### src/rtl/booth_mult_r4.sv
// Radix-4 Booth multiplier, N-bit signed/unsigned operands, exact 2N-bit product.
// Latency: accept edge, then N/2+1 CALC edges; done pulses in the following cycle.
// Backpressure: ready is high only in IDLE; valid while busy is dropped, not queued.
module booth_mult_r4 #(
  parameter int N = 8
) (
  input  logic           clk,
  input  logic           rst,
  input  logic           valid,
  output logic           ready,
  input  logic           signed_mode,
  input  logic [N-1:0]   A,
  input  logic [N-1:0]   B,
  output logic [2*N-1:0] Mult,
  output logic           done
);

  // Two guard bits let unsigned operands be treated as positive signed values.
  localparam int W  = N + 2;
  localparam int CW = $clog2(W / 2 + 1);

  typedef enum logic [1:0] {
    S_IDLE,
    S_CALC,
    S_DONE
  } state_t;

  state_t        state;
  logic [W-1:0]  m;
  logic [W:0]    m2;
  logic [W+1:0]  h;
  logic [W-1:0]  q;
  logic          q_1;
  logic [CW-1:0] count;

  logic [W-1:0]  a_ext;
  logic [W-1:0]  b_ext;
  logic [W+1:0]  term;
  logic [W+1:0]  sum;
  logic [W+1:0]  h_nxt;
  logic [W-1:0]  q_nxt;

  // Operand extension: sign or zero fill depending on the requested mode.
  always_comb begin
    a_ext = signed_mode ? {{2{A[N-1]}}, A} : {2'b00, A};
    b_ext = signed_mode ? {{2{B[N-1]}}, B} : {2'b00, B};
  end

  // Booth digit decode on {Q[1:0],Q_1}; the selected term is sign-extended to W+2 bits.
  always_comb begin
    term = '0;
    case ({q[1:0], q_1})
      3'b001, 3'b010: term = {{2{m[W-1]}}, m};
      3'b011:         term = {m2[W], m2};
      3'b100:         term = -{m2[W], m2};
      3'b101, 3'b110: term = -{{2{m[W-1]}}, m};
      default:        term = '0;
    endcase
  end

  // Add into the high half, then arithmetic-shift the whole accumulator right by two.
  always_comb begin
    sum   = h + term;
    h_nxt = {{2{sum[W+1]}}, sum[W+1:2]};
    q_nxt = {sum[1:0], q[W-1:2]};
  end

  // Control FSM with registered ready/done; Mult is loaded from the final shifted value.
  always_ff @(posedge clk) begin
    if (rst) begin
      state <= S_IDLE;
      ready <= 1'b1;
      done  <= 1'b0;
      Mult  <= '0;
      m     <= '0;
      m2    <= '0;
      h     <= '0;
      q     <= '0;
      q_1   <= 1'b0;
      count <= '0;
    end else begin
      case (state)
        S_IDLE: begin
          done  <= 1'b0;
          ready <= 1'b1;
          if (valid) begin
            m     <= a_ext;
            m2    <= {a_ext, 1'b0};
            h     <= '0;
            q     <= b_ext;
            q_1   <= 1'b0;
            count <= CW'(W / 2);
            ready <= 1'b0;
            state <= S_CALC;
          end
        end
        S_CALC: begin
          h     <= h_nxt;
          q     <= q_nxt;
          q_1   <= q[1];
          count <= count - 1'b1;
          if (count == CW'(1)) begin
            // Low 2N bits of {H,Q}: the top N-2 bits of the product live in H.
            Mult  <= {h_nxt[N-3:0], q_nxt};
            done  <= 1'b1;
            state <= S_DONE;
          end
        end
        S_DONE: begin
          done  <= 1'b0;
          ready <= 1'b1;
          state <= S_IDLE;
        end
        default: begin
          done  <= 1'b0;
          ready <= 1'b1;
          state <= S_IDLE;
        end
      endcase
    end
  end

endmodule

### config.mk
export PLATFORM = sky130hd
export DESIGN_NAME = booth_mult_r4
export DESIGN_NICKNAME = d
export VERILOG_FILES = /design/src/rtl/booth_mult_r4.sv
export SDC_FILE = /design/constraint.sdc
export NUM_CORES = 1
export LEC_CHECK = 0
export ABC_AREA = 0
export ABC_CLOCK_PERIOD_IN_PS = 4400
export CAP_MARGIN = 20
export CORE_ASPECT_RATIO = 1.2
export CORE_UTILIZATION = 55
export DETAILED_ROUTE_END_ITERATION = 10
export GPL_TIMING_DRIVEN = 0
export HOLD_SLACK_MARGIN = 0.02
export PLACE_DENSITY_LB_ADDON = 0.1
export SKIP_LAST_GASP = 1
export SYNTH_ARGS = -nofsm -noshare
export SYNTH_HDL_FRONTEND = slang
export SYNTH_SLANG_ARGS = --single-unit
### constraint.sdc
create_clock -name clk -period 4.4 [get_ports clk]
set_input_delay 0.88 -clock clk [delete_from_list [all_inputs] [get_ports clk]]
set_output_delay 0.88 -clock clk [all_outputs]
set_load 0.02 [all_outputs]
# [After elaboration in Yosys (flattened, before gate mapping)]
# Cells that the tools add are included.
[word_totals] regBits=56 in_bits=20 out_inout_bits=18 wordCells=49
[classes] add_sub_neg=4 n_eq_ne=10 muxes=16 n_bitwise=1 reduce_logical=9
[ops] cell="$pmux W12 S4" n=1
[ops] cell="$mux W10" n=3
[ops] cell="$neg A12 Y12" n=2
[ops] cell="$pmux W12 S2" n=1
[ops] cell="$pmux W10 S2" n=1
[ops] cell="$add A12 B12 Y12" n=1
[ops] cell="$mux W12" n=1
[ops] cell="$eq A3 B3 Y1 const B" n=3
[ops] cell="$reduce_and A2 Y1" n=4
[ops] cell="$eq A3 B1 Y1 const B" n=2
[ops] cell="$eq A3 B2 Y1 const B" n=2
[ops] cell="$pmux W3 S2" n=1
[ops] cell="$reduce_or A2 Y1" n=3
[ops] cell="$mux W2" n=2
[ops] cell="$ne A2 B2 Y1 const B" n=2
[ops] cell="$pmux W1 S2" n=2
[ops] cell="$pmux W2 S2" n=1
[ops] cell="$mux W3" n=1
[ops] cell="$sub A3 B1 Y3 const B" n=1
[ops] cell="$eq A2 B1 Y1 const B" n=1
[ops] cell="$logic_not A2 Y1" n=1
[ops] cell="$mux W1" n=2
[ops] cell="$reduce_bool A2 Y1" n=1
[ops] cell="$not A1 Y1" n=1

# [Depth between registers and ports, before layout]
[logic_depth] word_depth=5 mapped_depth=17

# [Least setup slack after synthesis]
# No wires, ideal clock.
[synth_timing] kind="register to register" start="register m2[1]" end="register h[10]" t_arrival_ps=3310 path_slack_ps=969 stages_incl_launch_ff=15 path_buffers=0 path_cell_list="dfxtp_1 inv_1 ha_1 or3b_2 nor3_1 xor2_1 a21oi_1 mux4_2 ha_1 and2_1 o41ai_1 a21oi_1 xnor2_2 a21oi_1 mux2i_1"
[synth_between] elab_chain_cells=4 elab_cells_between_ends=5 classes_between="add/sub (3); mux (2)"
[synth_rtl] element="start, declared" line="30" rtl="logic [W:0] m2;"
[synth_rtl] element="start signal, assigned" line="88" rtl="m2 <= {a_ext, 1'b0};"
[synth_rtl] element="$neg A12 Y12, on equally long branches"
[synth_rtl] element="$pmux W12 S4 (*)" line="52" rtl="case ({q[1:0], q_1})"
[synth_rtl] element="$add A12 B12 Y12 (*)" line="63" rtl="sum = h + term;"
[synth_rtl] element="$pmux W12 S2 (*)" line="82" rtl="case (state)"
[synth_rtl] element="end signal, assigned" line="98" rtl="h <= h_nxt;"
[synth_rtl] element="end, declared" line="31" rtl="logic [W+1:0] h;"
# Mark *: on every way between the ends. The rest lies on a longest branch, timed or not.
# A chain may end at the register's enable or synchronous reset.

# [Worst setup path after layout]
# Same ends and word-level chain as after synthesis.

==> results.py <==
metrics = {
    "run_status": {
        "status": "completed",
    },
    "power_and_ir_drop": {
        "p_leak_nw": 1.35,
        "power_density_nw_per_um2": 325,
        "peakVddDrop_mv": 0.243,
    },
    "synthesis": {
        "synth_xor_area_share_pct": 5.44,
        "netlist_area_um2": 3040,
        "synth_top_cell_area_share_pct": 34.9,
        "syn-num-nets": 427,
        "syn_area_per_cell_um2": 7.75,
        "yosysTopAreaCell": "dfxtp_1",
        "synth-edff-count": 0,
        "postSynth.asyncResetShare_pct": 0,
        "yosys.cell_types.count": 44,
        "synth_area_leaders": "dfxtp_1 35%, nand2_1 9.5%, a21oi_1 8.2%",
        "synth_compound_area_share_pct": 21.7,
        "yosys.area_share.simple_pct": 22.9,
        "synth_ff_type": "dfxtp_1",
        "synth-seq-cells": 53,
        "synth_seq_area_share_pct": 34.9,
        "synth_fa_ha_area_share_pct": 6.43,
        "synth_top_family_by_area": "simple AND/OR/NAND/NOR gates",
        "synthMuxAreaShare_pct": 4.28,
        "synthCells": 392,
        "yosys_warnings": 0,
    },
    "floorplan": {
        "dieArea_um2": 5830,
        "num_io_pins": 38,
        "die_h_um": 83.4,
        "initial_core_util_pct": 57.3,
        "die_w_um": 69.8,
        "num_rows": 29,
        "core_area_um2": 5300,
    },
    "route": {
        "antenna_left": 0,
        "dr_total_vias": 2814,
        "first_iter_violations": 186,
        "wirelength_mm": 7.25,
        "drtPass1Iterations": 4,
        "viasPerCell": 5.65,
        "wire_per_inst_um": 14.6,
        "drc": 0,
    },
    "cts": {
        "clock_latency_ns": 0.31,
        "cts_setup_buffers": 0,
        "h-tree-depth": 2,
        "root_buffer": "clkbuf_8",
        "numClockSinks": 53,
        "cts_resized": 0,
        "clockBufferDepth": 2,
        "hold_buffers": 0,
        "tritoncts": "built",
        "cts_made_buffers": 5,
        "cts.clk_slew.worst_paths_ns": 0.10,
    },
    "global_route": {
        "grt_first_pass_wirelength_mm": 12.1,
        "grt_pass1_vias": 2585,
        "antenna_found_initial": 0,
        "grt-ovfl-total": 0,
        "track_usage_pct": 25.9,
        "grt_max_degree": 19,
    },
    "sta": {
        "timing.fmax_mhz": 261,
        "tns_ns": 0,
        "worst_slack_ns": 0.565,
        "slew_viol_final": 0,
        "min_period_over_period_pct": 87.2,
        "hold_violations": 0,
        "fin_crit_ns": 3.84,
        "max_slew_margin_pct": 55.3,
        "finalSetupViolations": 0,
        "tightest_slew_ns": 0.668,
        "rsz0062_at_grt": "false",
        "fin_worst_skew_ns": 0.00991,
    },
    "setup_path": {
        "crit_buf_inv": 1,
        "crit_type": "reg -> reg",
        "path_cells": "inv_1, ha_1, or3b_2, nor3_1, xor2_1, a21oi_1, mux4_2, ha_1, and2_1, o41ai_1, a21oi_1, xnor2_2, nand2b_1, mux2i_1",
        "cp-start-kind": "flip-flop",
        "critPathMaxFanout": 5,
        "crit_family": "simple AND/OR/NAND/NOR gates",
        "cp_slowest_cell": "or3b_2",
        "r2r_slack_ns": 0.56,
        "worstPathRequired_ns": 4.65,
        "cp.arrival_ns": 4.08,
        "endpoint_kind": "flip-flop",
        "critPathMaxStageDelay_ns": 0.51,
    },
    "place": {
        "portBuffers": 36,
        "dp_hpwl_mm": 5.53,
        "place_ws_ns": 0.570,
        "dp_cells": 490,
        "gp_congestion": 0.875,
    },
    "finish": {
        "area_growth_pct": 18.2,
        "n_antenna_cell": 0,
        "drive_gt1_share_pct": 4.59,
        "multi_input_area_um2": 1850,
        "nets": 470,
        "register_area_um2": 1060,
        "fin_cells": 498,
        "fillerInstances": 458,
    },
    "worst_hold_path": {
        "hold_path.class": "reg -> reg",
    },
    "run": {
        "maxCapViolCount": 0,
    },
}
==> routing by layer <==
metal / routed length [um] / share of wire [%] / track usage (%)
met2: 3550 / 49 / 43.5
met3: 297 / 4.1 / 3.88
met5: 0 / 0 / 0
met4: 154 / 2.1 / 11.3
met1: 3250 / 45 / 32.6
==> worst reg2reg max path, cell delays in order (launching register included) <==
cell and delay [ns]:
dfxtp_1 0.34, inv_1 0.10, ha_1 0.20, or3b_2 0.51, nor3_1 0.19, xor2_1 0.21
a21oi_1 0.09, mux4_2 0.51, ha_1 0.36, and2_1 0.18, o41ai_1 0.44, a21oi_1 0.19
xnor2_2 0.17, nand2b_1 0.15, mux2i_1 0.13
==> layout make-up <==
cell class | instances | area share [%]
Multi-Input combinational cell | 306 | 51.4
Tap cell | 62 | 2.16
Inverter | 9 | 0.940
Sequential cell | 53 | 29.5
Clock buffer | 5 | 1.92
Clock inverter | 3 | 1.32
Buffer | 24 | 2.72
Timing Repair Buffer | 36 | 10.0
==> registers in the layout (all words and copies together) (netlist names) <==
name / flops
h: 10
ready: 1
count: 3
m2: 9
q_1: 1
Mult: 16
q: 10
done: 1
state: 2
==> power breakdown <==
part	internal [mW]	switching [mW]	leakage [nW]
Combinational	0.125	0.169	0.861
Clock	0.174	0.172	0.0591
Sequential	0.506	0.0232	0.432
==> placed cells by master, fill, tap and decap left out, types with 4 or more instances in the layout <==
cell | synthesis | final
xor2_1 | 7 | 7
nand2_1 | 77 | 77
a211oi_1 | 4 | 4
inv_1 | 9 | 9
o211ai_1 | 5 | 5
xnor2_1 | 10 | 10
clkdlybuf4s50_1 | 0 | 36
o21bai_1 | 4 | 4
nor3_1 | 4 | 4
and2_1 | 4 | 4
clkbuf_8 | 0 | 5
ha_1 | 14 | 14
a311oi_1 | 8 | 8
a22o_1 | 4 | 4
o21ai_0 | 19 | 19
nand2b_1 | 8 | 8
a21oi_1 | 50 | 50
nor2b_1 | 7 | 7
nor2_1 | 40 | 40
mux2i_1 | 4 | 4
or3_1 | 4 | 4
clkbuf_1 | 21 | 21
dfxtp_1 | 53 | 53
==> final timing paths <==
path	cells past startpoint	endpoint	start
worst max register to register	14	h[10]	m2[1]
worst min register to register	2	Mult[1]	Mult[1]
worst min-delay path	2	Mult[1]	Mult[1]
worst max-delay path	14	h[10]	m2[1]
==> metrics by stage <==
step / util, % / total power, mW / area (um^2) / hold WS (ns)
global placement: 65.6 / 0.825 / 3480 / 0.435
global route: 67.8 / 1.23 / 3590 / 0.480
CTS: 67.8 / 1.17 / 3590 / 0.461
floorplan: - / 0.749 / 3040 / 0.425
finish: 67.8 / 1.17 / 3590 / 0.457
detailed placement: 65.6 / 0.831 / 3480 / 0.447
==> logic make-up (layout without fill, tap and decap cells) <==
family	count (synthesis)	in the layout
AOI/OAI and AO/OA	108	108
xor gates and xnor gates	18	18
adders and majority gates	15	15
buffers and inverters	33	77
DFF	53	53
muxes	9	9
and+or+nand+nor	156	156
==> cells in the mapped netlist (2+ instances only) <==
cell type	count
mux4_2	2
dfxtp_1	53
o41ai_1	2
nand2_1	77
ha_1	14
o21ai_0	19
nand3b_1	2
and2_1	4
o21bai_1	4
a311oi_1	8
a21oi_1	50
a21o_1	3
nor2b_1	7
a22o_1	4
or3_1	4
buf_1	2
nor3_1	4
o211ai_1	5
nand3_1	3
mux2i_1	4
nor2_1	40
a211oi_1	4
nand2b_1	8
xnor2_1	10
clkbuf_1	21
xor2_1	7
nor3b_1	3
a22oi_1	3
mux2_2	2
inv_1	9
Note: power is estimated with default switching activity, not from simulation.
